`config.mk`:
```
export PLATFORM = sky130hd
export DESIGN_NAME = clock_setter
export DESIGN_NICKNAME = d
export VERILOG_FILES = /design/src/rtl/clock_pkg.sv /design/src/rtl/mod_step.sv /design/src/rtl/clock_setter.sv
export SDC_FILE = /design/constraint.sdc
export NUM_CORES = 1
export LEC_CHECK = 0
export BUFFER_PORTS_ARGS = -buffer_cell sky130_fd_sc_hd__buf_2
export CAP_MARGIN = 40
export CORE_AREA = 5 5 75 77
export DETAILED_ROUTE_END_ITERATION = 10
export DIE_AREA = 0 0 80 82
export GPL_TIMING_DRIVEN = 0
export PLACE_DENSITY = 0.89
export SKIP_LAST_GASP = 1
export SLEW_MARGIN = 20
export SYNTH_ARGS = -nofsm -noshare
export SYNTH_HDL_FRONTEND = slang
export SYNTH_HIERARCHICAL = 1
export SYNTH_SLANG_ARGS = --single-unit
```
`constraint.sdc`:
```
create_clock -name clock -period 2.7 [get_ports clock]
set_input_delay 0.135 -clock clock [delete_from_list [all_inputs] [get_ports clock]]
set_output_delay 0.135 -clock clock [all_outputs]
set_load 0.05 [all_outputs]
```
`src/rtl/clock_pkg.sv`:
```
// Shared constants, state encoding and field codes for the clock setter.
// Holds field limits and the helper used to clamp captured inputs.
package clock_pkg;

  localparam logic [5:0] SEC_MAX  = 6'd59;
  localparam logic [5:0] MIN_MAX  = 6'd59;
  localparam logic [5:0] HOUR_MAX = 6'd23;

  typedef enum logic [2:0] {
    IDLE     = 3'd0,
    SET_HOUR = 3'd1,
    SET_MIN  = 3'd2,
    SET_SEC  = 3'd3,
    COMMIT_H = 3'd4,
    COMMIT_M = 3'd5,
    COMMIT_S = 3'd6
  } state_t;

  localparam logic [1:0] FLD_NONE = 2'd0;
  localparam logic [1:0] FLD_HOUR = 2'd1;
  localparam logic [1:0] FLD_MIN  = 2'd2;
  localparam logic [1:0] FLD_SEC  = 2'd3;

  function automatic logic [5:0] clamp(
    input logic [5:0] v,
    input logic [5:0] max
  );
    return (v > max) ? 6'd0 : v;
  endfunction

endpackage

```
`src/rtl/mod_step.sv`:
```
// Combinational wrap-around up/down step of a field value.
// Ports: value/max in, inc/dec in, next out; inc+dec together holds.
module mod_step (
  input  logic [5:0] value,
  input  logic [5:0] max,
  input  logic       inc,
  input  logic       dec,
  output logic [5:0] next
);

  logic w_up;
  logic w_dn;

  assign w_up = inc & ~dec;
  assign w_dn = dec & ~inc;

  always_comb begin
    next = value;
    unique case (1'b1)
      w_up:    next = (value >= max) ? 6'd0 : value + 6'd1;
      w_dn:    next = (value == 6'd0 || value > max)
                      ? max : value - 6'd1;
      default: next = value;
    endcase
  end

endmodule

```
`src/rtl/clock_setter.sv`:
```
// Interactive time-setting FSM: edits shadow hour/min/sec, then loads them.
// Ports: clock/reset, btn_* pulses, cur_* live time, data/load/enable/busy/field.
module clock_setter
  import clock_pkg::*;
(
  input  logic       clock,
  input  logic       reset,
  input  logic       btn_mode,
  input  logic       btn_inc,
  input  logic       btn_dec,
  input  logic       btn_cancel,
  input  logic [5:0] cur_sec,
  input  logic [5:0] cur_min,
  input  logic [4:0] cur_hour,
  output logic [5:0] data1,
  output logic [5:0] data2,
  output logic [5:0] data3,
  output logic       load1,
  output logic       load2,
  output logic       load3,
  output logic       enable,
  output logic       busy,
  output logic [1:0] field
);

  state_t     r_state;
  state_t     w_state_nxt;
  logic [5:0] r_sec;
  logic [5:0] r_min;
  logic [5:0] r_hour;

  logic       w_act;
  logic       w_capture;
  logic       w_h_inc;
  logic       w_h_dec;
  logic       w_m_inc;
  logic       w_m_dec;
  logic       w_s_inc;
  logic       w_s_dec;
  logic [5:0] w_hour_nxt;
  logic [5:0] w_min_nxt;
  logic [5:0] w_sec_nxt;

  // inc/dec only act when neither mode nor cancel is pressed
  assign w_act     = ~btn_mode & ~btn_cancel;
  assign w_capture = (r_state == IDLE) & btn_mode;

  assign w_h_inc = btn_inc & w_act & (r_state == SET_HOUR);
  assign w_h_dec = btn_dec & w_act & (r_state == SET_HOUR);
  assign w_m_inc = btn_inc & w_act & (r_state == SET_MIN);
  assign w_m_dec = btn_dec & w_act & (r_state == SET_MIN);
  assign w_s_inc = btn_inc & w_act & (r_state == SET_SEC);
  assign w_s_dec = btn_dec & w_act & (r_state == SET_SEC);

  mod_step u_hour (
    .value (r_hour),
    .max   (HOUR_MAX),
    .inc   (w_h_inc),
    .dec   (w_h_dec),
    .next  (w_hour_nxt)
  );

  mod_step u_min (
    .value (r_min),
    .max   (MIN_MAX),
    .inc   (w_m_inc),
    .dec   (w_m_dec),
    .next  (w_min_nxt)
  );

  mod_step u_sec (
    .value (r_sec),
    .max   (SEC_MAX),
    .inc   (w_s_inc),
    .dec   (w_s_dec),
    .next  (w_sec_nxt)
  );

  always_ff @(posedge clock or negedge reset) begin
    if (!reset) begin
      r_state <= IDLE;
      r_hour  <= 6'd0;
      r_min   <= 6'd0;
      r_sec   <= 6'd0;
    end else begin
      r_state <= w_state_nxt;
      if (w_capture) begin
        r_hour <= clamp({1'b0, cur_hour}, HOUR_MAX);
        r_min  <= clamp(cur_min, MIN_MAX);
        r_sec  <= clamp(cur_sec, SEC_MAX);
      end else begin
        r_hour <= w_hour_nxt;
        r_min  <= w_min_nxt;
        r_sec  <= w_sec_nxt;
      end
    end
  end

  // cancel takes priority over mode in every SET_* state
  always_comb begin
    w_state_nxt = r_state;
    unique case (r_state)
      IDLE: begin
        if (btn_mode) w_state_nxt = SET_HOUR;
      end
      SET_HOUR: begin
        if (btn_cancel)    w_state_nxt = IDLE;
        else if (btn_mode) w_state_nxt = SET_MIN;
      end
      SET_MIN: begin
        if (btn_cancel)    w_state_nxt = IDLE;
        else if (btn_mode) w_state_nxt = SET_SEC;
      end
      SET_SEC: begin
        if (btn_cancel)    w_state_nxt = IDLE;
        else if (btn_mode) w_state_nxt = COMMIT_H;
      end
      COMMIT_H: w_state_nxt = COMMIT_M;
      COMMIT_M: w_state_nxt = COMMIT_S;
      COMMIT_S: w_state_nxt = IDLE;
      default:  w_state_nxt = IDLE;
    endcase
  end

  always_comb begin
    load1  = 1'b0;
    load2  = 1'b0;
    load3  = 1'b0;
    enable = 1'b0;
    field  = FLD_NONE;
    unique case (r_state)
      IDLE:     enable = 1'b1;
      SET_HOUR: field  = FLD_HOUR;
      SET_MIN:  field  = FLD_MIN;
      SET_SEC:  field  = FLD_SEC;
      COMMIT_H: load3  = 1'b1;
      COMMIT_M: load2  = 1'b1;
      COMMIT_S: load1  = 1'b1;
      default:  enable = 1'b1;
    endcase
  end

  assign busy  = ~enable;
  assign data1 = r_sec;
  assign data2 = r_min;
  assign data3 = r_hour;

endmodule

```
Yosys cells after proc, flatten, opt, wreduce, memory -nomap -nowiden
Index checks and enable logic that the tools add are counted.

Register bits after elaboration: 21. Bits in latches: 0. Bits in writable memories: 0. ROM bits: 0. Word-level logic and storage cells: 93. Memories kept: 0.

$add $sub $neg: 6. Multipliers: 0. Divide/modulo/power cells: 0. Order comparisons: 9. Equality and inequality tests: 10. Shift operators: 0. Muxes and demuxes: 28. Bitwise logic cells: 24. Reductions and logical operators: 12.

Operator list (count): 2-to-1 mux 6 bit (11); one-hot mux 6 bit (2 select lines) (3); > comparator 6 bit, second input constant (4); 2-to-1 mux 3 bit (7); adder 6 x 1 -> 6 bit, second input constant (3); logical NOT 6 bit (3); one-hot mux 3 bit (6 select lines) (1); subtractor 6 x 1 -> 6 bit, second input constant (3); bitwise AND 1 bit (16); greater-or-equal comparator 6 bit, second input constant (2); == test 3 bit, second input constant (3); != test 3 bit, second input constant (3); nonzero test 3 bit (3); NOT 1 bit (8); == test 3 x 2 -> 1 bit, second input constant (2); greater-or-equal comparator 6 x 5 -> 1 bit, second input constant (1); > comparator 6 x 5 -> 1 bit, second input constant (1); one-hot mux 2 bit (3 select lines) (1); OR reduction 6 bit (1); > comparator 5 bit, second input constant (1); 2-to-1 mux 5 bit (1); 2-to-1 mux 1 bit (4); AND reduction 4 bit (1); == test 3 x 1 -> 1 bit, second input constant (1); 3 further kinds (5).

Logic depth before layout (Yosys ltp)
Gate-level depths: netlist of the first run.

Depth in word-level cells: 8. Mapped depth: 10. Depth with buffers taken out: 9.

Modules after synthesis
Netlist of the first run, hierarchy kept.

By module, submodules not included: mod_step (instances 3, cells each 84, area an instance 586.8 µm²); clock_setter (instances 1, cells each 92, area an instance 992.2 µm²).

Worst setup path after synthesis of the first run
No wires, ideal clock.

Path kind: reg-to-reg. From: register r_state[1]. To: register r_min[3], in the netlist data2[3]. Library setup time: 0.121 ns. Data arrival time: 2.226 ns. Slack: 0.353 ns. Stages on the path, launching flop included: 11. Buffers on the path: 2. Path through: dfrtp_1 > clkbuf_1 > nand2b_1 > nor4_1 > inv_1 > ha_1 > clkbuf_1 > inv_1 > nand2_1 > o221ai_1 > a22o_1.

Cells in the longest elaborated chain, start to end: 6. Elaborated cells between the ends (all ways): 12. Classes of those cells: eq/ne (1); mux (2); bitwise (7); reduce/logical (2).

Ends and longest elaborated chain: from (decl) (line clock_setter.sv:26) `state_t r_state;`; from (signal assigned) (line clock_setter.sv:86) `r_state <= w_state_nxt;`; == test 3 x 2 -> 1 bit (*) (line clock_setter.sv:50) `assign w_m_inc = btn_inc & w_act & (r_state == SET_MIN);`; bitwise AND 1 bit (*) (line clock_setter.sv:50); net w_m_inc (line clock_setter.sv:36) `logic w_m_inc;`; NOT 1 bit (line mod_step.sv:15) `assign w_dn = dec & ~inc;`; bitwise AND 1 bit (line mod_step.sv:15); one-hot mux 6 bit (2 select lines) (*) (line mod_step.sv:19) `unique case (1'b1)`; net w_min_nxt[3] (line clock_setter.sv:41) `logic [5:0] w_min_nxt;`; 2-to-1 mux 6 bit (*) (line clock_setter.sv:87) `if (w_capture) begin`; to (signal assigned) (line clock_setter.sv:89) `r_min <= clamp(cur_min, MIN_MAX);`; to (signal assigned) (line clock_setter.sv:93) `r_min <= w_min_nxt;`; to (decl) (line clock_setter.sv:29) `logic [5:0] r_min;`.

Mark *: on every way through the listed nets, which the timed path passes. The rest lies on a longest branch. A chain may end at the register's enable or synchronous reset.

Final worst setup path of the first run
From: register r_state[2]. To: register r_hour[5], in the netlist data3[5].

Cells in the longest elaborated chain, start to end: 6. Elaborated cells between the ends (all ways): 12. Classes of those cells: eq/ne (1); mux (2); bitwise (7); reduce/logical (2).

Ends and longest elaborated chain: == test 3 x 1 -> 1 bit (*) (line clock_setter.sv:48) `assign w_h_inc = btn_inc & w_act & (r_state == SET_HOUR);`; bitwise AND 1 bit (*) (line clock_setter.sv:48); net w_h_inc (line clock_setter.sv:34) `logic w_h_inc;`; NOT 1 bit (line mod_step.sv:15); bitwise AND 1 bit (line mod_step.sv:15); one-hot mux 6 bit (2 select lines) (*) (line mod_step.sv:19); net w_hour_nxt[5] (line clock_setter.sv:40) `logic [5:0] w_hour_nxt;`; 2-to-1 mux 6 bit (*) (line clock_setter.sv:87); to (signal assigned) (line clock_setter.sv:88) `r_hour <= clamp({1'b0, cur_hour}, HOUR_MAX);`; to (signal assigned) (line clock_setter.sv:92) `r_hour <= w_hour_nxt;`; to (decl) (line clock_setter.sv:30) `logic [5:0] r_hour;`.

Marks and branches as above.

==> run metrics, run 1 <==
status=finished, final reports clean; Antenna Nets Post-Route=0; hold path start=cur_min[0]; max incr delay on CP=0.54 ns; Final setup viols=0; reg2reg start=r_state[2]; Slew Viols, Final=0; synthesized cell area=2753 um2; crit-path cells=clkbuf_1 -> nor4_1 -> ha_1 -> nor3b_2 -> a21oi_1 -> o221ai_1 -> and2_1; Total GRT Usage=20.69%; Synth Area per Inst=8.002 um2; die height=82 um; fin nets=486; max-cap viol count=0; count leader, synth=inv_1; Post-Place Worst Slack=-0.07005 ns; initial DRC count=192; fraction of layout cells with a size suffix above 1=18.41%; clk slew on worst S/H paths=0.07 ns; crit share post-route=89.24%; top cell type's share of synthesized area=19.09%; nature of the critical path endpoint=flop; met3 routed WL=422 um; clock share of power=5.4%; DRT Pass-1 Iters=5; Placed Cells incl. Taps=498; FILL cells=442; startpoint types=flop; non-filler cells, final=499; post-route setup TNS=0 ns; Critical Path Slowest Stage Cell=nor3b_2; R2R depth=7; end of the worst hold path=data2[0]; starting density of the core=55.67%; reg2reg setup slack=0.29 ns; Top-Level Pins=48; # rows=26; # clock sinks=21; post-synthesis instance total=344; CTS buffer count=3; Die Wd=80 um; Worst Tran Pin Value=0.6436 ns; first-pass GRT wire length=11,130 um; peak supply drop=0.8340 mV; Hold Crit Class=input pin to flop; Switch Pwr=2.130 mW; Clock Latency Late Sink=0.25 ns; H-tree depth=1; largest net degree at the start of global routing=22; drt total wl=6659 um; WHS=0.09838 ns; Worst EP required=2.89 ns; per-cell routed wire length=13.34 um; DPL Wire Length=5341 um; Post-Route Skew=0.001011 ns; IO Port Bufs=47; Layout area overhead=18.45%; RSZ-0062 raised after global routing=no; P_int=1.590 mW; RD Place Congestion=0.9093; area leader, netlist=dfrtp_1; top cells by area, synth=dfrtp_1 (19%), ha_1 (15%), inv_1 (7.6%), mux2i_1 (5.5%), nand2_1 (4.8%); Max Buffers Root-to-Sink=2; Yosys reg bits=21; CP Buf/Inv Count=1; Cell variety after synth=43; DR top layer=met4; Arr. time, crit path=2.60 ns; Max Clock Freq=415.0 MHz; total number of vias=2,777; total chip power=3.721 mW; M1 WL=2868 um; Main synth FF type=dfrtp_1; Root Driver=clkbuf_8; area of the core=4945 um2; Die ar.=6560 um2; grt ovf=0; worst relative slew slack=56.91%; Post-synth top cells=inv_1 (56), nand2_1 (35), ha_1 (33); pwr/cell area=1141 nW/um2; post-synthesis sequential area ratio=19.09%; Max Fanout on Critical Path=10; Setup Fix Bufs, Post-CTS=0; hold path cells=2; LEAKAGE=1.673 nW; Net Sw Frac=57.26%; Setup CP Type=flop to flop; vias in the first global route=2,559; mean number of vias per cell=5.565; final hold viol count=0; initial antenna violation count=0; sequential share of power=19.4%; final worst path period need=2.410 ns; Comb pwr share=75.2%; asr flop ratio synth=100.0%; CTS tree=built; met2 routed WL=3267 um; setup ws final=0.2904 ns; r2r endpoint=data3[5]; CP top delay family=simple AND/OR/NAND/NOR gates; DRC=0; Synth Warn #=6; antenna cells=0; Post-synth EDFFs=0
per-layer routing:
metal  vias up  GRT usage, %
met4         0         7.095
met5         -             0
li1       1370             -
met3        10         2.083
met2       100         37.67
met1      1297         25.39
cell usage in the layout (no fill, tap or decap), types with 4 or more instances in the layout:
cell type	netlist	routed
a21oi_1	25	25
a22o_1	12	12
buf_2	1	48
conb_1	2	39
dfrtp_1	21	21
ha_1	33	33
inv_1	56	56
mux2i_1	15	15
nand2_1	35	35
nand2b_1	9	9
nand3_1	10	10
nand4_1	6	6
nor2_1	4	4
nor2b_1	4	4
nor3_1	14	14
o21ai_0	8	8
o221ai_1	12	12
o22ai_1	4	4
or3_1	4	4
xnor2_1	9	9
area by class of cell:
class	instances	area (um2)	share of cell area, %
Buffer	5	31.28	0.9593
Sequential cell	21	525.5	16.12
Inverter	56	210.2	6.447
Timing Repair Buffer	48	245.2	7.521
Multi-Input combinational cell	295	2116	64.89
Clock buffer	4	45.04	1.381
Tap cell	70	87.58	2.686
cells by family after synthesis:
logic type / Yosys count / synth area share, %
buffers and inverters: 65 / 9.318
adders and majority gates: 33 / 15.00
xor gates and xnor gates: 12 / 3.819
AOI/OAI and AO/OA: 89 / 25.45
muxes: 15 / 5.454
and+or+nand+nor: 107 / 21.59
DFF: 21 / 19.09
other: 2 / 0.2728
registers in the layout (all words and copies together) (netlist names):
name,count
data1,6
data2,6
data3,6
r_state,3
stage by stage:
stage | util [%] | instance area [um2]
6_report | 65.94 | 3261
5_1_grt | 65.94 | 3261
4_1_cts | 66.04 | 3266
3_5_place_dp | 65.01 | 3214
3_3_place_gp | 65.01 | 3214
2_1_floorplan | - | 2892
power groups by stage:
stage / Sequential [mW] / Clock (mW) / Combinational, mW
6_report: 0.722 / 0.200 / 2.80
5_1_grt: 0.756 / 0.218 / 3.04
4_1_cts: 0.702 / 0.202 / 2.79
3_5_place_dp: 0.708 / 0 / 2.78
3_3_place_gp: 0.703 / 0 / 2.69
2_1_floorplan: 1.05 / 0 / 1.85
worst reg2reg max path, cell delays in order (launching register included):
cell and delay (ns):
dfrtp_1 0.40, clkbuf_1 0.21, nor4_1 0.41, ha_1 0.21
nor3b_2 0.54, a21oi_1 0.16, o221ai_1 0.25, and2_1 0.16
worst max path at each step:
| stage | from | end | cells past startpoint |
|---|---|---|---|
| 6_report | r_state[2] | data3[5] | 7 |
| 5_1_grt | r_state[1] | data2[2] | 8 |
| 4_1_cts | r_state[1] | data2[3] | 9 |
| 3_5_place_dp | r_state[1] | data2[3] | 10 |
| 3_3_place_gp | r_state[1] | data2[2] | 10 |
| 2_1_floorplan | r_state[1] | data2[3] | 10 |
what timing repair did:
action	CTS	global route
endpoints found under the setup margin	5	16
gates resized for setup	0	1
hold endpoints to repair	21	0
hold buffers	1	0
Power figures use the tool's default switching activity.
==> run 2, diff against run 1 <==
--- a/config.mk
+++ b/config.mk
@@ -7,11 +7,13 @@
 export LEC_CHECK = 0
 export BUFFER_PORTS_ARGS = -buffer_cell sky130_fd_sc_hd__buf_2
 export CAP_MARGIN = 40
-export CORE_AREA = 5 5 75 77
+export CELL_PAD_IN_SITES_DETAIL_PLACEMENT = 0
+export CELL_PAD_IN_SITES_GLOBAL_PLACEMENT = 1
+export CORE_AREA = 5 5 87 89
 export DETAILED_ROUTE_END_ITERATION = 10
-export DIE_AREA = 0 0 80 82
+export DIE_AREA = 0 0 92 94
 export GPL_TIMING_DRIVEN = 0
-export PLACE_DENSITY = 0.89
+export PLACE_DENSITY = 0.88
 export SKIP_LAST_GASP = 1
 export SLEW_MARGIN = 20
 export SYNTH_ARGS = -nofsm -noshare
==> run metrics, run 2 (synthesis gave the netlist of run 1 again) <==
Antenna Nets Post-Route=0; max-cap viol count=0; commonest non-fill, non-tap cell in the layout=inv_1; clock share of power=5.5%; # rows=30; startpoint types=flop; Net Sw Frac=56.79%; Max Fanout on Critical Path=11; fraction of layout cells with a size suffix above 1=18.41%; peak supply drop=0.5855 mV; commonest cells after routing, fill and taps aside=inv_1 (56), buf_2 (48), conb_1 (39), nand2_1 (35), ha_1 (33); Worst Setup SP=r_state[1]; Arr. time, crit path=2.61 ns; Layout area overhead=18.91%; Total GRT Usage=15.54%; Hold Crit Class=input pin to flop; CTS tree=built; Worst Tran Pin Value=0.6829 ns; Max Buffers Root-to-Sink=2; pwr/cell area=1122 nW/um2; met3 Resource Use GR=1.042%; non-filler cells, final=509; # clock sinks=21; sequential share of power=19.6%; Comb pwr share=74.9%; GR Layer Usage met1=21.03%; per-cell routed wire length=12.70 um; Clock Latency Late Sink=0.25 ns; Final setup viols=0; Die Wd=92 um; grt peak-use layer=met2; fin nets=486; setup ws final=0.2384 ns; antenna cells=0; reg2reg start=r_state[1]; nature of the critical path endpoint=flop; first-pass GRT wire length=11,240 um; Setup CP Type=flop to flop; crit share post-route=91.17%; final worst path period need=2.462 ns; worst relative slew slack=54.28%; Slew Viols, Final=0; die height=94 um; grt ovf=0; r2r endpoint=data2[2]; LEAKAGE=1.673 nW; starting density of the core=41.20%; crit path capture=data2[2]; final hold viol count=0; mean number of vias per cell=5.159; Worst EP required=2.85 ns; Post-Route Skew=0.002147 ns; Root Driver=clkbuf_8; Max Clock Freq=406.2 MHz; status=finished, final reports clean; FILL cells=672; IO Port Bufs=47; CTS buffer count=3; DRT Pass-1 Iters=4; clk slew on worst S/H paths=0.07 ns; area of the core=6681 um2; R2R depth=8; P_int=1.586 mW; Switch Pwr=2.085 mW; largest net degree at the start of global routing=22; total number of vias=2,626; initial antenna violation count=0; DPL Wire Length=5336 um; RD Place Congestion=0.8163; Post-Place Worst Slack=-0.1768 ns; RSZ-0062 raised after global routing=no; H-tree depth=1; hold path start=cur_min[1]; DRC=0; Die ar.=8648 um2; global routing usage on met2=26.70%; initial DRC count=102; reg2reg setup slack=0.24 ns; post-route setup TNS=0 ns; Placed Cells incl. Taps=508; Top-Level Pins=48; drt total wl=6466 um; vias in the first global route=2,426
[run 2: timing repair]
action / CTS / global route
hold buffers: 1 / 0
hold endpoints to repair: 21 / 0
resized for setup: 0 / 1
setup buffers: 0 / 0
gates cloned: 0 / 0
endpoints found under the setup margin: 7 / 15
[run 2: cell type report]
type	count	area, um2	area share [%]
multi-input combinational	295	2116	64.64
sequential	21	525.5	16.06
timing repair buffer	48	245.2	7.492
inverter	56	210.2	6.422
tap	80	100.1	3.058
clock buffer	4	45.04	1.376
buffer	5	31.28	0.9557
[run 2: how the worst min path moves through the flow]
stage | end | slack, ns | cells after the start
after detailed placement | data2[3] | 0.12 | 1
after CTS | data2[1] | 0.08 | 2
after global placement | data2[3] | 0.12 | 1
after global routing | data2[1] | 0.08 | 2
after floorplan | data1[0] | -0.16 | 0
final | data2[1] | 0.09 | 2
[run 2: power groups by stage]
stage          Sequential, mW  Clock [mW]  Combinational (mW)
5_1_grt                 0.760       0.225                3.01
3_5_place_dp            0.712           0                2.77
4_1_cts                 0.708       0.213                2.78
3_3_place_gp            0.708           0                2.73
6_report                0.720       0.201                2.75
2_1_floorplan            1.05           0                1.85
[run 2: critical path, stage by stage, from the launching register on]
cell,delay [ns]
dfrtp_1,0.51
nand2b_1,0.20
nor4_2,0.31
inv_1,0.08
ha_1,0.49
inv_1,0.14
nand2_1,0.21
o221ai_1,0.18
a22o_1,0.23
[run 2: per-stage QoR]
stage               util, %  area (um2)  hold slack [ns]  total power, mW
finish                48.99        3273          0.09043            3.671
global route          48.99        3273          0.08488            3.990
CTS                   49.01        3274          0.08365            3.702
detailed placement    48.30        3227           0.1233            3.486
global placement      48.30        3227           0.1169            3.442
floorplan                 -        2892          -0.1606            2.902
[run 2: per-layer routing]
layer	part of all wire, %	wire (um)
met5	0	0
met4	1.4	93
met3	3.6	234
met2	46	2997
met1	49	3142
